File: src/rtl/key_filter.sv
// Debounces KEY_NUM active-low push-buttons into clean levels, one-cycle press/release
// pulses and a press-toggled level; every channel runs its own synchronizer, counter and FSM.
module key_filter #(
  parameter int CNT_MAX = 1_000_000,
  parameter int KEY_NUM = 3
) (
  input  logic               clk,
  input  logic               rst,
  input  logic [KEY_NUM-1:0] key_in,
  output logic [KEY_NUM-1:0] key_level,
  output logic [KEY_NUM-1:0] key_press,
  output logic [KEY_NUM-1:0] key_release,
  output logic [KEY_NUM-1:0] key_toggle
);

  localparam int CW = $clog2(CNT_MAX);
  localparam logic [CW-1:0] CNT_LAST = CW'(CNT_MAX - 1);

  typedef enum logic [1:0] {
    IDLE,
    PRESS_FILT,
    DOWN,
    REL_FILT
  } state_t;

  for (genvar g = 0; g < KEY_NUM; g++) begin : g_ch
    logic          sync1;
    logic          sync2;
    state_t        state;
    logic [CW-1:0] cnt;
    logic          level_q;
    logic          press_q;
    logic          release_q;
    logic          toggle_q;

    // Synchronizer resets to the released level so reset never looks like a press.
    always_ff @(posedge clk or posedge rst) begin
      if (rst) begin
        sync1 <= 1'b1;
        sync2 <= 1'b1;
      end else begin
        sync1 <= key_in[g];
        sync2 <= sync1;
      end
    end

    // Any bounce during a filter state returns to the stable state and restarts the window.
    always_ff @(posedge clk or posedge rst) begin
      if (rst) begin
        state     <= IDLE;
        cnt       <= '0;
        level_q   <= 1'b0;
        press_q   <= 1'b0;
        release_q <= 1'b0;
        toggle_q  <= 1'b0;
      end else begin
        press_q   <= 1'b0;
        release_q <= 1'b0;
        case (state)
          IDLE: begin
            if (!sync2) begin
              state <= PRESS_FILT;
              cnt   <= '0;
            end
          end
          PRESS_FILT: begin
            if (sync2) begin
              state <= IDLE;
              cnt   <= '0;
            end else if (cnt == CNT_LAST) begin
              state    <= DOWN;
              cnt      <= '0;
              level_q  <= 1'b1;
              press_q  <= 1'b1;
              toggle_q <= ~toggle_q;
            end else begin
              cnt <= cnt + 1'b1;
            end
          end
          DOWN: begin
            if (sync2) begin
              state <= REL_FILT;
              cnt   <= '0;
            end
          end
          REL_FILT: begin
            if (!sync2) begin
              state <= DOWN;
              cnt   <= '0;
            end else if (cnt == CNT_LAST) begin
              state     <= IDLE;
              cnt       <= '0;
              level_q   <= 1'b0;
              release_q <= 1'b1;
            end else begin
              cnt <= cnt + 1'b1;
            end
          end
          default: begin
            state <= IDLE;
            cnt   <= '0;
          end
        endcase
      end
    end

    assign key_level[g]   = level_q;
    assign key_press[g]   = press_q;
    assign key_release[g] = release_q;
    assign key_toggle[g]  = toggle_q;
  end

endmodule

File: config.mk
export PLATFORM = sky130hd
export DESIGN_NAME = key_filter
export DESIGN_NICKNAME = d
export VERILOG_FILES = /design/src/rtl/key_filter.sv
export SDC_FILE = /design/constraint.sdc
export NUM_CORES = 1
export LEC_CHECK = 0
export CORE_MARGIN = 2
export CORE_UTILIZATION = 35
export CTS_CLUSTER_DIAMETER = 30
export CTS_CLUSTER_SIZE = 40
export DETAILED_ROUTE_END_ITERATION = 8
export GPL_ROUTABILITY_DRIVEN = 0
export PLACE_DENSITY = 0.55
export SLEW_MARGIN = 20
export SYNTH_ARGS = -nofsm -noshare
export SYNTH_HDL_FRONTEND = slang
export SYNTH_SLANG_ARGS = --single-unit
File: constraint.sdc
create_clock -name clk -period 3.45 [get_ports clk]
set_clock_uncertainty 0.2 [all_clocks]
set_input_delay 0.5175 -clock clk [delete_from_list [all_inputs] [get_ports clk]]
set_output_delay 0.5175 -clock clk [all_outputs]
set_load 0.02 [all_outputs]
# Yosys cells after proc, flatten, opt, wreduce, memory -nomap -nowiden
# Index checks and enable logic that the tools add are counted.
[totals] reg_bits=84 latchBits=0 mem_bits_rw=0 romBits=0 inputBits=5 output_inout_bits=12 word_cells=156 memories=0
[op_classes] addsub=3 n_mul=0 div_mod_pow=0 n_lt_le_gt_ge=0 eq_ne=36 n_shift=0 muxes=69 bitwise_logic=6 reduce_logical=18
[ops] op="$mux 20" n=15
[ops] op="$pmux 20 s4" n=3
[ops] op="$add 20x1->20 const B" n=3
[ops] op="$eq 20x20->1 const B" n=3
[ops] op="$mux 2" n=18
[ops] op="$ne 2x2->1 const B" n=18
[ops] op="$mux 1" n=27
[ops] op="$pmux 2 s4" n=3
[ops] op="$ne 3x3->1 const B" n=6
[ops] op="$reduce_and 5->1" n=3
[ops] op="$eq 2x2->1 const B" n=6
[ops] op="$reduce_and 4->1" n=3
[ops] op="$reduce_and 3->1" n=3
[ops] op="$eq 2x1->1 const B" n=3
[ops] op="$logic_not 2->1" n=3
[ops] op="$not 1->1" n=6
[ops] op="$pmux 1 s2" n=3
[ops] op="$reduce_and 2->1" n=3
[ops] op="$reduce_bool 2->1" n=3

# Logic depth before layout (Yosys ltp)
# Gate-level depths: netlist (run 1).
[logic_depth] depth_word=4 depth_mapped=8 depth_no_buf=6

# Least setup slack after synthesis (run 1)
# OpenSTA, ideal clock, no wires.
[synth_timing] path_kind="flip-flop to flip-flop" start="reg g_ch[0].cnt[0]" end="reg g_ch[0].cnt[5]" setup_ps=121 arrival_ps=1845 t_required_ps=3129 slack_ps=1284 stages_incl_launch_ff=8 synth_period_minus_slack_ps=2166 path_cell_list="dfrtp_1 -> ha_1 -> nand3_1 -> nor4_2 -> a21o_1 -> buf_4 -> o21ai_0 -> a22o_1"
[synth_between] elab_chain_len=4 word_cells_on_any_way=6 cone_classes="add/sub: 1; eq/ne: 1; mux: 4"
[synth_rtl] item="start, declared" line_no="30" rtl="logic [CW-1:0] cnt;"
[synth_rtl] item="start signal, assigned" line_no="77" rtl="cnt <= cnt + 1'b1;"
[synth_rtl] item="start signal, assigned" line_no="96" rtl="cnt <= cnt + 1'b1;"
[synth_rtl] item="$add 20x1->20 / $eq 20x20->1 (equally long branches)"
[synth_rtl] item="$mux 20 *" line_no="70, 90"
[synth_rtl] item="$mux 20 (on tied branches)" line_no="87, 67"
[synth_rtl] item="$pmux 20 s4 *" line_no="59" rtl="case (state)"
# Mark *: on every way between the ends. The rest lies on a longest branch, timed or not.
# A chain may end at the register's enable or synchronous reset.

# Worst setup path after layout (run 1)
[layout_timing] start="reg g_ch[1].cnt[0]" end="reg g_ch[1].cnt[10]"
[layout_between] elab_chain_len=4 word_cells_on_any_way=6 cone_classes="add/sub: 1; eq/ne: 1; mux: 4"
[layout_rtl] item="start, declared" line_no="30"
[layout_rtl] item="start signal, assigned" line_no="77"
[layout_rtl] item="start signal, assigned" line_no="96"
[layout_rtl] item="$add 20x1->20 / $eq 20x20->1 (equally long branches)"
[layout_rtl] item="$mux 20 *" line_no="70, 90"
[layout_rtl] item="$mux 20 (on tied branches)" line_no="87, 67"
[layout_rtl] item="$pmux 20 s4 *" line_no="59"
# Marks and branches as above.

==> PnR_summary.wiki, run 1 <==
{| class="wikitable"
! Metric !! Value
|-
| Row count || 40
|-
| Most frequently used flop master after synthesis || sky130_fd_sc_hd__dfrtp_1
|-
| Synth Warn # || 0
|-
| Total of hold buffers inserted after clock tree synthesis || 0
|-
| Largest voltage drop on the vdd net || 0.000420 V
|-
| Final worst-path cycle share || 0.812
|-
| Die W || 115 um
|-
| Setup repair after global routing missed its margin || no
|-
| DR pass1 iterations || 4
|-
| Area taken by multi-input logic gates || 0.00193 mm^2
|-
| Worst hold path type || reg -> reg
|-
| Overall Global Routing Usage || 0.143
|-
| Final setup violation count || 0
|-
| Final-report hold violation count || 0
|-
| Endpoint with the worst hold slack || g_ch[2].sync2
|-
| Count of cells resized by post-cts repair || 0
|-
| Worst reg2reg setup slack || 0.65 ns
|-
| Buffer depth of the longest clock path || 2
|-
| Kind of end point of the critical path || flop
|-
| Routed len/inst || 14.4 um
|-
| Flop and latch count out of synthesis || 84
|-
| Post-synthesis instance area || 0.00430 mm^2
|-
| Syn Area/Cell || about 9.5 um^2
|-
| TritonCTS Sinks || 84
|-
| Post CTS Setup Buffer Count || 0
|-
| Clock input transition at the sequential cells of the worst setup and hold paths || 0.06 ns
|-
| Critical path start-end classification || reg -> reg
|-
| Largest net degree at the start of global routing || 85
|-
| Final-stage net count || 463
|-
| Vias per std cell || 5.49
|-
| Global-route wire length before repair || 15200 um
|-
| Top cell type's share of synthesized area || 0.454
|-
| Critical path, cell by cell || ha_1 -> and4_1 -> and3b_1 -> a31oi_1 -> nor2_1 -> a21oi_1
|-
| TritonCTS clock tree || built
|-
| Final antenna-violating net count || 0
|-
| Count of maximum capacitance violations || 0
|-
| Footprint of the flip-flops and latches || 0.00211 mm^2
|-
| Number of port buffers || 16
|-
| Most instantiated library cell after synthesis || sky130_fd_sc_hd__dfrtp_1
|-
| Number of antenna violations at the first check in global routing || 0
|-
| Worst R2R Start || g_ch[1].cnt[0]
|-
| Clock root buffer || sky130_fd_sc_hd__clkbuf_16
|-
| Static leakage || 1.98 nW
|-
| Max Clk Rate || 0.357 GHz
|-
| Congestion Overflow GR || 0
|-
| Area of the die || 0.0132 mm^2
|-
| Top post-synthesis cells by count || 78 x sky130_fd_sc_hd__dfrtp_1, 46 x sky130_fd_sc_hd__nand2_1, 30 x sky130_fd_sc_hd__a21oi_1
|-
| Top Metal Used || met4
|-
| Highest net fanout along the worst path || 13
|-
| Met1 Routed Length || ~4400 um
|-
| # IOs || 17
|-
| Area added between synthesis and finish || 11.4%
|-
| Layout cells sized above 1 || 0.0935
|-
| H-tree levels || 3
|-
| Number of antenna diodes || 0
|-
| Outcome || complete, no violations
|-
| Req. time, crit path || 3.51 ns
|-
| Least-Margin Pin Slew || 0.998 ns
|-
| Overall power consumption || 0.00262 W
|-
| Maximum single-stage delay on the critical path || 0.73 ns
|-
| Placeable core area || 0.0120 mm^2
|-
| Arrival time worst endpoint || 2.86 ns
|-
| Drt total wl || 8730 um
|-
| Final Slew Violations || 0
|-
| Cell depth of the worst flop-to-flop path || 6
|-
| Number of instances in the synthesized netlist || 455
|-
| Mapped Nets || 463
|-
| Setup slack of the critical path after layout || 0.648 ns
|-
| Routed wl met2 || 3880 um
|-
| Hpwl dp || ~5600 um
|-
| Initial standard-cell utilization of the core || 0.358
|-
| HP Start || g_ch[2].sync1
|-
| Async set or reset register ratio after synthesis || 1.00
|-
| Top cells by area in the synthesized netlist || sky130_fd_sc_hd__dfrtp_1 45%, sky130_fd_sc_hd__a31oi_1 4.2%, sky130_fd_sc_hd__nand2_1 4.0%, sky130_fd_sc_hd__dfstp_2 3.7%, sky130_fd_sc_hd__a21oi_1 3.5%
|-
| Vias after detailed routing || between 3000 and 4000
|-
| Critical-path cell with the highest stage delay || sky130_fd_sc_hd__a31oi_1
|-
| Top cell type by total area after synthesis || sky130_fd_sc_hd__dfrtp_1
|-
| Drc violations || 0
|-
| Post-synth cell types || 59
|-
| Startpoint types || flop
|-
| Power density of the placed cells || 547 mW/mm^2
|-
| Number of global-route vias before repair || 3141
|-
| Hold-critical path depth || 0
|-
| Setup TNS after final layout || 0 ns
|-
| Routed met3 length || 253 um
|-
| CTS buffer count || 9
|-
| # fillers || 1200
|-
| Proportion of synthesized chip area in sequential cells || 0.491
|-
| Setup Slack @ Placement || 0.689 ns
|-
| Rel. slew slack || 0.332
|-
| First DRT Iteration DRCs || 246
|-
| Worst-skew pair later-pin latency || 0.34 ns
|-
| Number of enable flip-flop cells after synthesis || 0
|-
| Height of the chip || 115 um
|-
| Reg2reg end || g_ch[1].cnt[10]
|-
| Tmin final || 2.80 ns
|}
-- flip-flops by register name, indices dropped and copies added (netlist names), named ones only --
signal / count
g_ch.level_q: 3
g_ch.sync2: 3
g_ch.sync1: 3
g_ch.state: 3
g_ch.cnt: 60
g_ch.press_q: 3
g_ch.toggle_q: 3
g_ch.release_q: 3
-- how the worst max path moves through the flow --
stage	startpoint	endpoint	slack (ns)	cells after the start
2_1_floorplan	rst	async pin	0.58	1
3_3_place_gp	g_ch[1].cnt[12]	g_ch[1].cnt[17]	0.76	5
3_5_place_dp	g_ch[1].cnt[0]	g_ch[1].cnt[10]	0.69	6
4_1_cts	flop	g_ch[1].cnt[10]	0.64	5
5_1_grt	flop	g_ch[1].cnt[10]	0.28	5
6_report	g_ch[1].cnt[0]	g_ch[1].cnt[10]	0.65	6
-- area by class of cell --
class	instances	share of cell area
flip-flops and latches	84	0.440
clock buffers	14	0.0530
inverters	22	0.0175
well taps	147	0.0384
multi-input cells	319	0.403
clock inverters	2	0.00731
repair buffers	19	0.0407
-- logic make-up after synthesis --
kind of cell,after synthesis,synth area share
xor gates and xnor gates,18,0.0367
AOI/OAI and AO/OA,113,0.165
buffers and inverters,52,0.0614
adders and majority gates,3,0.00873
muxes,3,0.00727
and+or+nand+nor,182,0.230
DFF,84,0.491
-- power breakdown --
group          internal [W]  switching, W
sequential          0.00105     0.0000871
clock              0.000581      0.000376
combinational      0.000161      0.000368
-- per-stage QoR --
step | utilization | std cells | hold WS [ns] | area [um^2]
3_5_place_dp | 0.375 | 591 | 0.150 | 4500
3_3_place_gp | 0.375 | 591 | 0.147 | 4500
4_1_cts | 0.399 | 607 | 0.158 | 4790
6_report | 0.399 | 607 | 0.157 | 4790
2_1_floorplan | - | 455 | 0.145 | 4300
5_1_grt | 0.399 | 607 | 0.161 | 4790
-- worst max-delay path, delay by kind of cell, from the launching register on --
| family | cells | cell delay, ns |
|---|---|---|
| AO/OA/AOI/OAI | 2 | 0.96 |
| flip-flops | 1 | 0.40 |
| AND/OR/NAND/NOR | 3 | 0.91 |
| adder cells (fa/ha/maj) | 1 | 0.24 |
-- layout by cell type, fill, tap and decap left out, types with 3 or more instances in the layout --
master / count
sky130_fd_sc_hd__or4_1: 3
sky130_fd_sc_hd__or2_2: 5
sky130_fd_sc_hd__clkbuf_1: 4
sky130_fd_sc_hd__o21a_1: 3
sky130_fd_sc_hd__clkbuf_16: 9
sky130_fd_sc_hd__a21o_1: 4
sky130_fd_sc_hd__a31oi_1: 29
sky130_fd_sc_hd__nand2_1: 46
sky130_fd_sc_hd__nand2b_1: 6
sky130_fd_sc_hd__dfstp_2: 6
sky130_fd_sc_hd__nand4_1: 11
sky130_fd_sc_hd__a21oi_1: 29
sky130_fd_sc_hd__ha_1: 3
sky130_fd_sc_hd__nor4_2: 3
sky130_fd_sc_hd__o211ai_1: 3
sky130_fd_sc_hd__nor2_1: 29
sky130_fd_sc_hd__nand3_1: 26
sky130_fd_sc_hd__dfrtp_1: 78
sky130_fd_sc_hd__a22o_1: 7
sky130_fd_sc_hd__and4_1: 3
sky130_fd_sc_hd__o21ai_0: 20
sky130_fd_sc_hd__nor3_1: 18
sky130_fd_sc_hd__nor4_1: 5
sky130_fd_sc_hd__inv_1: 21
sky130_fd_sc_hd__or3_1: 5
sky130_fd_sc_hd__xnor2_1: 11
sky130_fd_sc_hd__clkdlybuf4s50_1: 16
sky130_fd_sc_hd__xor2_1: 7
sky130_fd_sc_hd__and3_1: 4
sky130_fd_sc_hd__a41oi_1: 4
-- per-layer routing --
layer,vias to the layer above,track usage
li1,1637,-
met1,1630,0.194
met2,46,0.220
met3,19,0.0385
met4,0,0.0538
met5,-,0
Power figures use the tool's default switching activity.
==> run 2, diff against run 1 <==
PLACE_DENSITY = 0.57   (was 0.55)
clock period = 2.5 ns   (was 3.45 ns; I/O delays follow)
==> PnR_summary.wiki, run 2 (synthesis results as in run 1) <==
{| class="wikitable"
! Metric !! Value
|-
| Outcome || complete, no violations
|-
| Min Hold Slack || 0.124 ns (-0.0329 ns)
|-
| Vias after detailed routing || 3339 (+0.21%)
|-
| Clock input transition at the sequential cells of the worst setup and hold paths || 0.06 ns (about the same)
|-
| Area added between synthesis and finish || 14.5%
|-
| Clock root buffer || sky130_fd_sc_hd__clkbuf_16
|-
| Number of antenna diodes || 0 (unchanged)
|-
| Initial standard-cell utilization of the core || 0.358 (unchanged)
|-
| Final setup violation count || 0 (unchanged)
|-
| Height of the chip || 115 um (unchanged)
|-
| DR pass1 iterations || 5 (+1)
|-
| Congestion Overflow GR || 0 (unchanged)
|-
| Total placed cells including tap cells || 601 (+1.7%)
|-
| Setup repair after global routing missed its margin || no
|-
| Most used cells in the layout excluding fill and tap cells || 78 x sky130_fd_sc_hd__dfrtp_1, 46 x sky130_fd_sc_hd__nand2_1, 29 x sky130_fd_sc_hd__nor2_1, 29 x sky130_fd_sc_hd__a31oi_1, 29 x sky130_fd_sc_hd__a21oi_1
|-
| Req. time, crit path || 2.56 ns (-0.95 ns)
|-
| # fillers || 1168 (-2.7%)
|-
| Buffer depth of the longest clock path || 2 (unchanged)
|-
| Critical path start-end classification || reg -> reg
|-
| Count of cells resized by post-cts repair || 0 (unchanged)
|-
| Drc violations || 0 (unchanged)
|-
| Count of maximum capacitance violations || 0 (unchanged)
|-
| Max reg flops || 60 (unchanged)
|-
| Final-report hold violation count || 0 (unchanged)
|-
| Number of antenna violations at the first check in global routing || 0 (unchanged)
|-
| First DRT Iteration DRCs || 348 (+41%)
|-
| Arrival time worst endpoint || 2.42 ns (-0.44 ns)
|-
| Area of placed instances || 0.00458 mm^2 (+1.7%)
|-
| Rel. slew slack || 0.537 (+0.205)
|-
| TritonCTS clock tree || built
|-
| Global-route wire length before repair || 14900 um (-1.6%)
|-
| Hpwl dp || 6000 um (+6.3%)
|-
| Least-Margin Pin Slew || 0.694 ns (-0.304 ns)
|-
| Die W || 115 um (unchanged)
|-
| Vias per std cell || 5.41 (-1.4%)
|-
| # IOs || 17 (unchanged)
|-
| Total of hold buffers inserted after clock tree synthesis || 0 (unchanged)
|-
| Maximum single-stage delay on the critical path || 0.59 ns (-0.14 ns)
|-
| H-tree levels || 3 (unchanged)
|-
| Critical-path cell with the highest stage delay || sky130_fd_sc_hd__or4_4
|-
| Placeable core area || 0.0120 mm^2 (unchanged)
|-
| Final worst-path cycle share || 0.945 (+0.133)
|-
| Most common library cell in the layout ignoring fill and taps || sky130_fd_sc_hd__dfrtp_1
|-
| Layout cells sized above 1 || 0.121 (+0.0278)
|-
| Tmin final || 2.36 ns (-0.439 ns)
|-
| Post-route insts no fill || 617 (+1.6%)
|-
| Area of the die || 0.0132 mm^2 (unchanged)
|-
| Setup Slack @ Placement || 0.0455 ns (-0.643 ns)
|-
| Register ranked first by flip-flop count || g_ch.cnt
|-
| Final antenna-violating net count || 0 (unchanged)
|-
| Worst-skew pair later-pin latency || 0.34 ns (about the same)
|-
| Post CTS Setup Buffer Count || 0 (unchanged)
|-
| Highest net fanout along the worst path || 5 (-8)
|-
| TritonCTS Sinks || 84 (unchanged)
|-
| Worst hold path type || in -> async
|-
| Final-stage net count || 473 (+2.2%)
|-
| Startpoint types || flop
|-
| Final Cell Area || 0.00492 mm^2 (+2.8%)
|-
| Largest voltage drop on the vdd net || 0.000399 V (-5.2%)
|-
| Number of port buffers || 16 (unchanged)
|-
| Number of global-route vias before repair || 3123 (-0.57%)
|-
| Kind of end point of the critical path || flop
|-
| Power density of the placed cells || 777 mW/mm^2 (+42%)
|-
| Final Slew Violations || 0 (unchanged)
|-
| Setup slack of the critical path after layout || 0.137 ns (-0.511 ns)
|-
| CTS buffer count || 9 (unchanged)
|-
| Setup TNS after final layout || 0 ns (unchanged)
|-
| Drt total wl || 8860 um (+1.5%)
|-
| Max Clk Rate || 0.423 GHz (+19%)
|-
| Row count || 40 (unchanged)
|-
| Static leakage || 2.04 nW (+3.1%)
|-
| Largest net degree at the start of global routing || 55 (-35%)
|-
| Critical path, cell by cell || ha_1 -> nand3_1 -> or4_4 -> or2_1 -> or3_1 -> o21ai_0
|-
| Overall Global Routing Usage || 0.141 (-0.00250)
|-
| Routed len/inst || 14.4 um (-0.17%)
|}
-- run 2: changes by cell type in the layout (fill, tap and decap cells not counted) --
cell	change
sky130_fd_sc_hd__a21oi_2	-1
sky130_fd_sc_hd__clkinv_2	-2
sky130_fd_sc_hd__clkbuf_8	+1
sky130_fd_sc_hd__a21oi_4	+1
sky130_fd_sc_hd__bufinv_16	+1
sky130_fd_sc_hd__clkinvlp_4	+3
sky130_fd_sc_hd__clkinv_4	+1
sky130_fd_sc_hd__clkbuf_1	-4
sky130_fd_sc_hd__buf_4	+10
-- run 2: area by class of cell --
| class | count | area (um^2) | share of cell area |
|---|---|---|---|
| inverter | 22 | 86.3 | 0.0175 |
| clock buffer | 11 | 253 | 0.0513 |
| multi-input combinational | 319 | 1940 | 0.394 |
| clock inverter | 5 | 83.8 | 0.0170 |
| timing repair buffer | 29 | 270 | 0.0549 |
| sequential | 84 | 2110 | 0.428 |
| tap | 147 | 184 | 0.0373 |
-- run 2: layer usage --
layer  GRT usage  wire (um)  share of wire  vias to the layer above
met5           0          0              0                        -
met2       0.216       4030           0.45                       58
met3      0.0385        325          0.037                       10
met4      0.0522        115          0.013                        0
li1            -          -              -                     1655
met1       0.190       4390           0.50                     1616
-- run 2: power breakdown --
part	switching (W)	internal, W	total [W]
Clock	0.000553	0.000931	0.00148
Combinational	0.000518	0.000261	0.000778
Sequential	0.000116	0.00145	0.00156
Total	0.00119	0.00264	0.00383
-- run 2: stage by stage --
| step | util | total power (W) |
|---|---|---|
| after global placement | 0.381 | 0.00234 |
| final | 0.410 | 0.00383 |
| after global routing | 0.410 | 0.00404 |
| after floorplan | - | 0.00216 |
| after detailed placement | 0.381 | 0.00236 |
| after CTS | 0.409 | 0.00386 |
-- run 2: worst max-delay path: cells and delay by family (launching register included) --
kind | cells | cell delay, ns
flops | 1 | 0.40
simple gates | 4 | 1.36
fa+ha+maj | 1 | 0.25
compound gates | 1 | 0.08
-- run 2: final timing paths --
path                                     start               to  slack [ns]  depth (start not counted)
worst max-delay path            g_ch[2].cnt[0]  g_ch[2].cnt[16]        0.14                          6
worst min-delay path                       rst  g_ch[0].cnt[11]        0.12                          2
worst max register to register  g_ch[2].cnt[0]  g_ch[2].cnt[16]        0.14                          6
worst min register to register   g_ch[1].sync1    g_ch[1].sync2        0.16                          0
max in group asynchronous                  rst    g_ch[2].sync1        1.36                          3
min in group clk                 g_ch[1].sync1    g_ch[1].sync2        0.16                          0
==> run 3, diff against run 2 <==
PLACE_DENSITY = 0.55   (was 0.57)
clock period = 3 ns   (was 2.5 ns; I/O delays follow)
==> PnR_summary.wiki, run 3 (synthesis results as in run 1) <==
{| class="wikitable"
! Metric !! Value
|-
| Outcome || complete, no violations
|-
| Clock root buffer || sky130_fd_sc_hd__clkbuf_16
|-
| Buffer depth of the longest clock path || 2 (unchanged)
|-
| Highest net fanout along the worst path || 13 (+8)
|-
| Critical path, cell by cell || ha_1 -> nand3_1 -> nor4_2 -> a21o_1 -> o21ai_0 -> a22o_1
|-
| Vias per std cell || 5.43 (+0.28%)
|-
| Worst hold path type || reg -> reg
|-
| Global-route wire length before repair || 15400 um (+3.3%)
|-
| Worst reg2reg setup slack || 0.35 ns (+0.21 ns)
|-
| Initial standard-cell utilization of the core || 0.358 (unchanged)
|-
| Arrival time worst endpoint || 2.69 ns (+0.27 ns)
|-
| Row count || 40 (unchanged)
|-
| Max Clk Rate || 0.377 GHz (-11%)
|-
| Req. time, crit path || 3.03 ns (+0.47 ns)
|-
| Least-Margin Pin Slew || 0.664 ns (-0.0295 ns)
|-
| Endpoint with the worst hold slack || g_ch[1].sync2
|-
| Height of the chip || 115 um (unchanged)
|-
| Count of maximum capacitance violations || 0 (unchanged)
|-
| Largest voltage drop on the vdd net || 0.000253 V (-37%)
|-
| Total placed cells including tap cells || 593 (-1.3%)
|-
| Internal || 0.00214 W (-19%)
|-
| Rel. slew slack || 0.556 (+0.0197)
|-
| Final antenna-violating net count || 0 (unchanged)
|-
| Final-report hold violation count || 0 (unchanged)
|-
| Worst-skew pair later-pin latency || 0.34 ns (about the same)
|-
| Number of antenna violations at the first check in global routing || 0 (unchanged)
|-
| Setup repair after global routing missed its margin || no
|-
| TritonCTS clock tree || built
|-
| Layout cells sized above 1 || 0.102 (-0.0195)
|-
| Area of placed instances || 0.00453 mm^2 (-1.1%)
|-
| CTS buffer count || 9 (unchanged)
|-
| Tmin final || 2.65 ns (+0.288 ns)
|-
| Cell type group with the largest total delay on the critical path || compound AO/OA/AOI/OAI gates
|-
| TritonCTS Sinks || 84 (unchanged)
|-
| Die W || 115 um (unchanged)
|-
| Post-route insts no fill || 609 (-1.3%)
|-
| Hold-critical path depth || 0
|-
| Drc violations || 0 (unchanged)
|-
| Worst R2R Start || g_ch[0].cnt[0]
|-
| Congestion Overflow GR || 0 (unchanged)
|-
| Total of hold buffers inserted after clock tree synthesis || 0 (unchanged)
|-
| # IOs || 17 (unchanged)
|-
| Final worst-path cycle share || 0.884 (-0.0616)
|-
| Number of port buffers || 16 (unchanged)
|-
| Overall Global Routing Usage || 0.146 (+0.00557)
|-
| Largest net degree at the start of global routing || 31 (-44%)
|-
| Cell depth of the worst flop-to-flop path || 6 (unchanged)
|-
| Number of global-route vias before repair || 3146 (+0.74%)
|-
| Critical-path cell with the highest stage delay || sky130_fd_sc_hd__nor4_2
|-
| Max reg flops || 60 (unchanged)
|-
| Startpoint types || flop
|-
| Register ranked first by flip-flop count || g_ch.cnt
|-
| Number of antenna diodes || 0 (unchanged)
|-
| Final setup violation count || 0 (unchanged)
|-
| Drt total wl || 8790 um (-0.78%)
|-
| Static leakage || 2.00 nW (-1.7%)
|-
| Proportion of power drawn by the clock network || 0.385 (-0.003)
|-
| Reg2reg end || g_ch[0].cnt[5]
|-
| Final Cell Area || 0.00486 mm^2 (-1.4%)
|-
| Final Slew Violations || 0 (unchanged)
|-
| Clock input transition at the sequential cells of the worst setup and hold paths || 0.06 ns (about the same)
|-
| Buffering stage count on the worst path with inverters included || 0 (unchanged)
|-
| Hpwl dp || 5910 um (-1.5%)
|-
| DR pass1 iterations || 4 (-1)
|-
| Maximum single-stage delay on the critical path || 0.56 ns (-0.03 ns)
|-
| Critical path start-end classification || reg -> reg
|-
| Final-stage net count || 465 (-1.7%)
|-
| Vias after detailed routing || 3305 (-1.0%)
|-
| Switching fraction of total power || 0.310 (-0.000382)
|-
| Area added between synthesis and finish || 12.9%
|-
| First DRT Iteration DRCs || 258 (-26%)
|-
| Kind of end point of the critical path || flop
|-
| Sequential group share of total power || 0.422 (+0.013)
|-
| Post CTS Setup Buffer Count || 0 (unchanged)
|-
| Most common library cell in the layout ignoring fill and taps || sky130_fd_sc_hd__dfrtp_1
|-
| Routed len/inst || 14.4 um (+0.52%)
|-
| Power spent charging and discharging nets || 0.000962 W (-19%)
|-
| Power density of the placed cells || 639 mW/mm^2 (-18%)
|-
| Combinational power share || 0.193 (-0.010)
|-
| HP Start || g_ch[1].sync1
|-
| Count of cells resized by post-cts repair || 0 (unchanged)
|-
| Area of the die || 0.0132 mm^2 (unchanged)
|-
| # fillers || 1207 (+3.3%)
|-
| Setup TNS after final layout || 0 ns (unchanged)
|-
| Most used cells in the layout excluding fill and tap cells || 78 x sky130_fd_sc_hd__dfrtp_1, 46 x sky130_fd_sc_hd__nand2_1, 29 x sky130_fd_sc_hd__nor2_1, 29 x sky130_fd_sc_hd__a31oi_1, 29 x sky130_fd_sc_hd__a21oi_1
|-
| Placeable core area || 0.0120 mm^2 (unchanged)
|-
| H-tree levels || 3 (unchanged)
|}
-- run 3: cell count changes in the layout (fill, tap and decap cells not counted), moves of 2 or more --
| cell | before | now |
|---|---|---|
| sky130_fd_sc_hd__clkbuf_1 | 0 | 2 |
| sky130_fd_sc_hd__clkinvlp_4 | 3 | 1 |
| sky130_fd_sc_hd__clkinv_2 | 0 | 2 |
| sky130_fd_sc_hd__buf_4 | 12 | 3 |
-- run 3: area by class of cell --
cell class                      count  area (um^2)  area share
Sequential cell                    84         2110       0.434
Multi-Input combinational cell    319         1940       0.399
Clock buffer                       12          246      0.0507
Timing Repair Buffer               21          223      0.0459
Tap cell                          147          184      0.0379
Inverter                           22         83.8      0.0173
Clock inverter                      4         72.6      0.0149
-- run 3: metal layers --
| layer | up-vias | part of all wire | wire length, um | global-route usage |
|---|---|---|---|---|
| met2 | 44 | 0.45 | 3940 | 0.223 |
| met5 | - | 0 | 0 | 0 |
| met3 | 7 | 0.027 | 237 | 0.0443 |
| li1 | 1642 | - | - | - |
| met1 | 1612 | 0.52 | 4530 | 0.204 |
| met4 | 0 | 0.0091 | 80 | 0.0386 |
-- run 3: power by group through the flow --
stage,sequential [W],combinational (W),clock [W]
floorplan,0.00129,0.000505,0
detailed placement,0.00133,0.000599,0
global route,0.00133,0.000691,0.00128
global placement,0.00132,0.000587,0
finish,0.00131,0.000600,0.00119
CTS,0.00131,0.000604,0.00122
-- run 3: per-stage QoR --
stage                     utilization  setup WS [ns]  power, W  hold WS, ns
after floorplan                     -          0.195   0.00180        0.145
after global placement          0.377          0.395   0.00191        0.147
after detailed placement        0.377          0.331   0.00193        0.150
after CTS                       0.404          0.314   0.00313        0.158
after global routing            0.404          0.140   0.00330        0.159
final                           0.404          0.349   0.00311        0.158
-- run 3: how the worst max path moves through the flow --
| stage | from | to | slack [ns] | depth (start not counted) |
|---|---|---|---|---|
| after global placement | g_ch[0].cnt[0] | g_ch[0].cnt[6] | 0.40 | 6 |
| after floorplan | rst | async pin | 0.19 | 1 |
| after global routing | g_ch[0].cnt[0] | g_ch[0].cnt[5] | 0.14 | 6 |
| after detailed placement | g_ch[0].cnt[0] | g_ch[0].cnt[14] | 0.33 | 6 |
| final | g_ch[0].cnt[0] | g_ch[0].cnt[5] | 0.35 | 6 |
| after CTS | g_ch[0].cnt[0] | g_ch[0].cnt[14] | 0.31 | 6 |
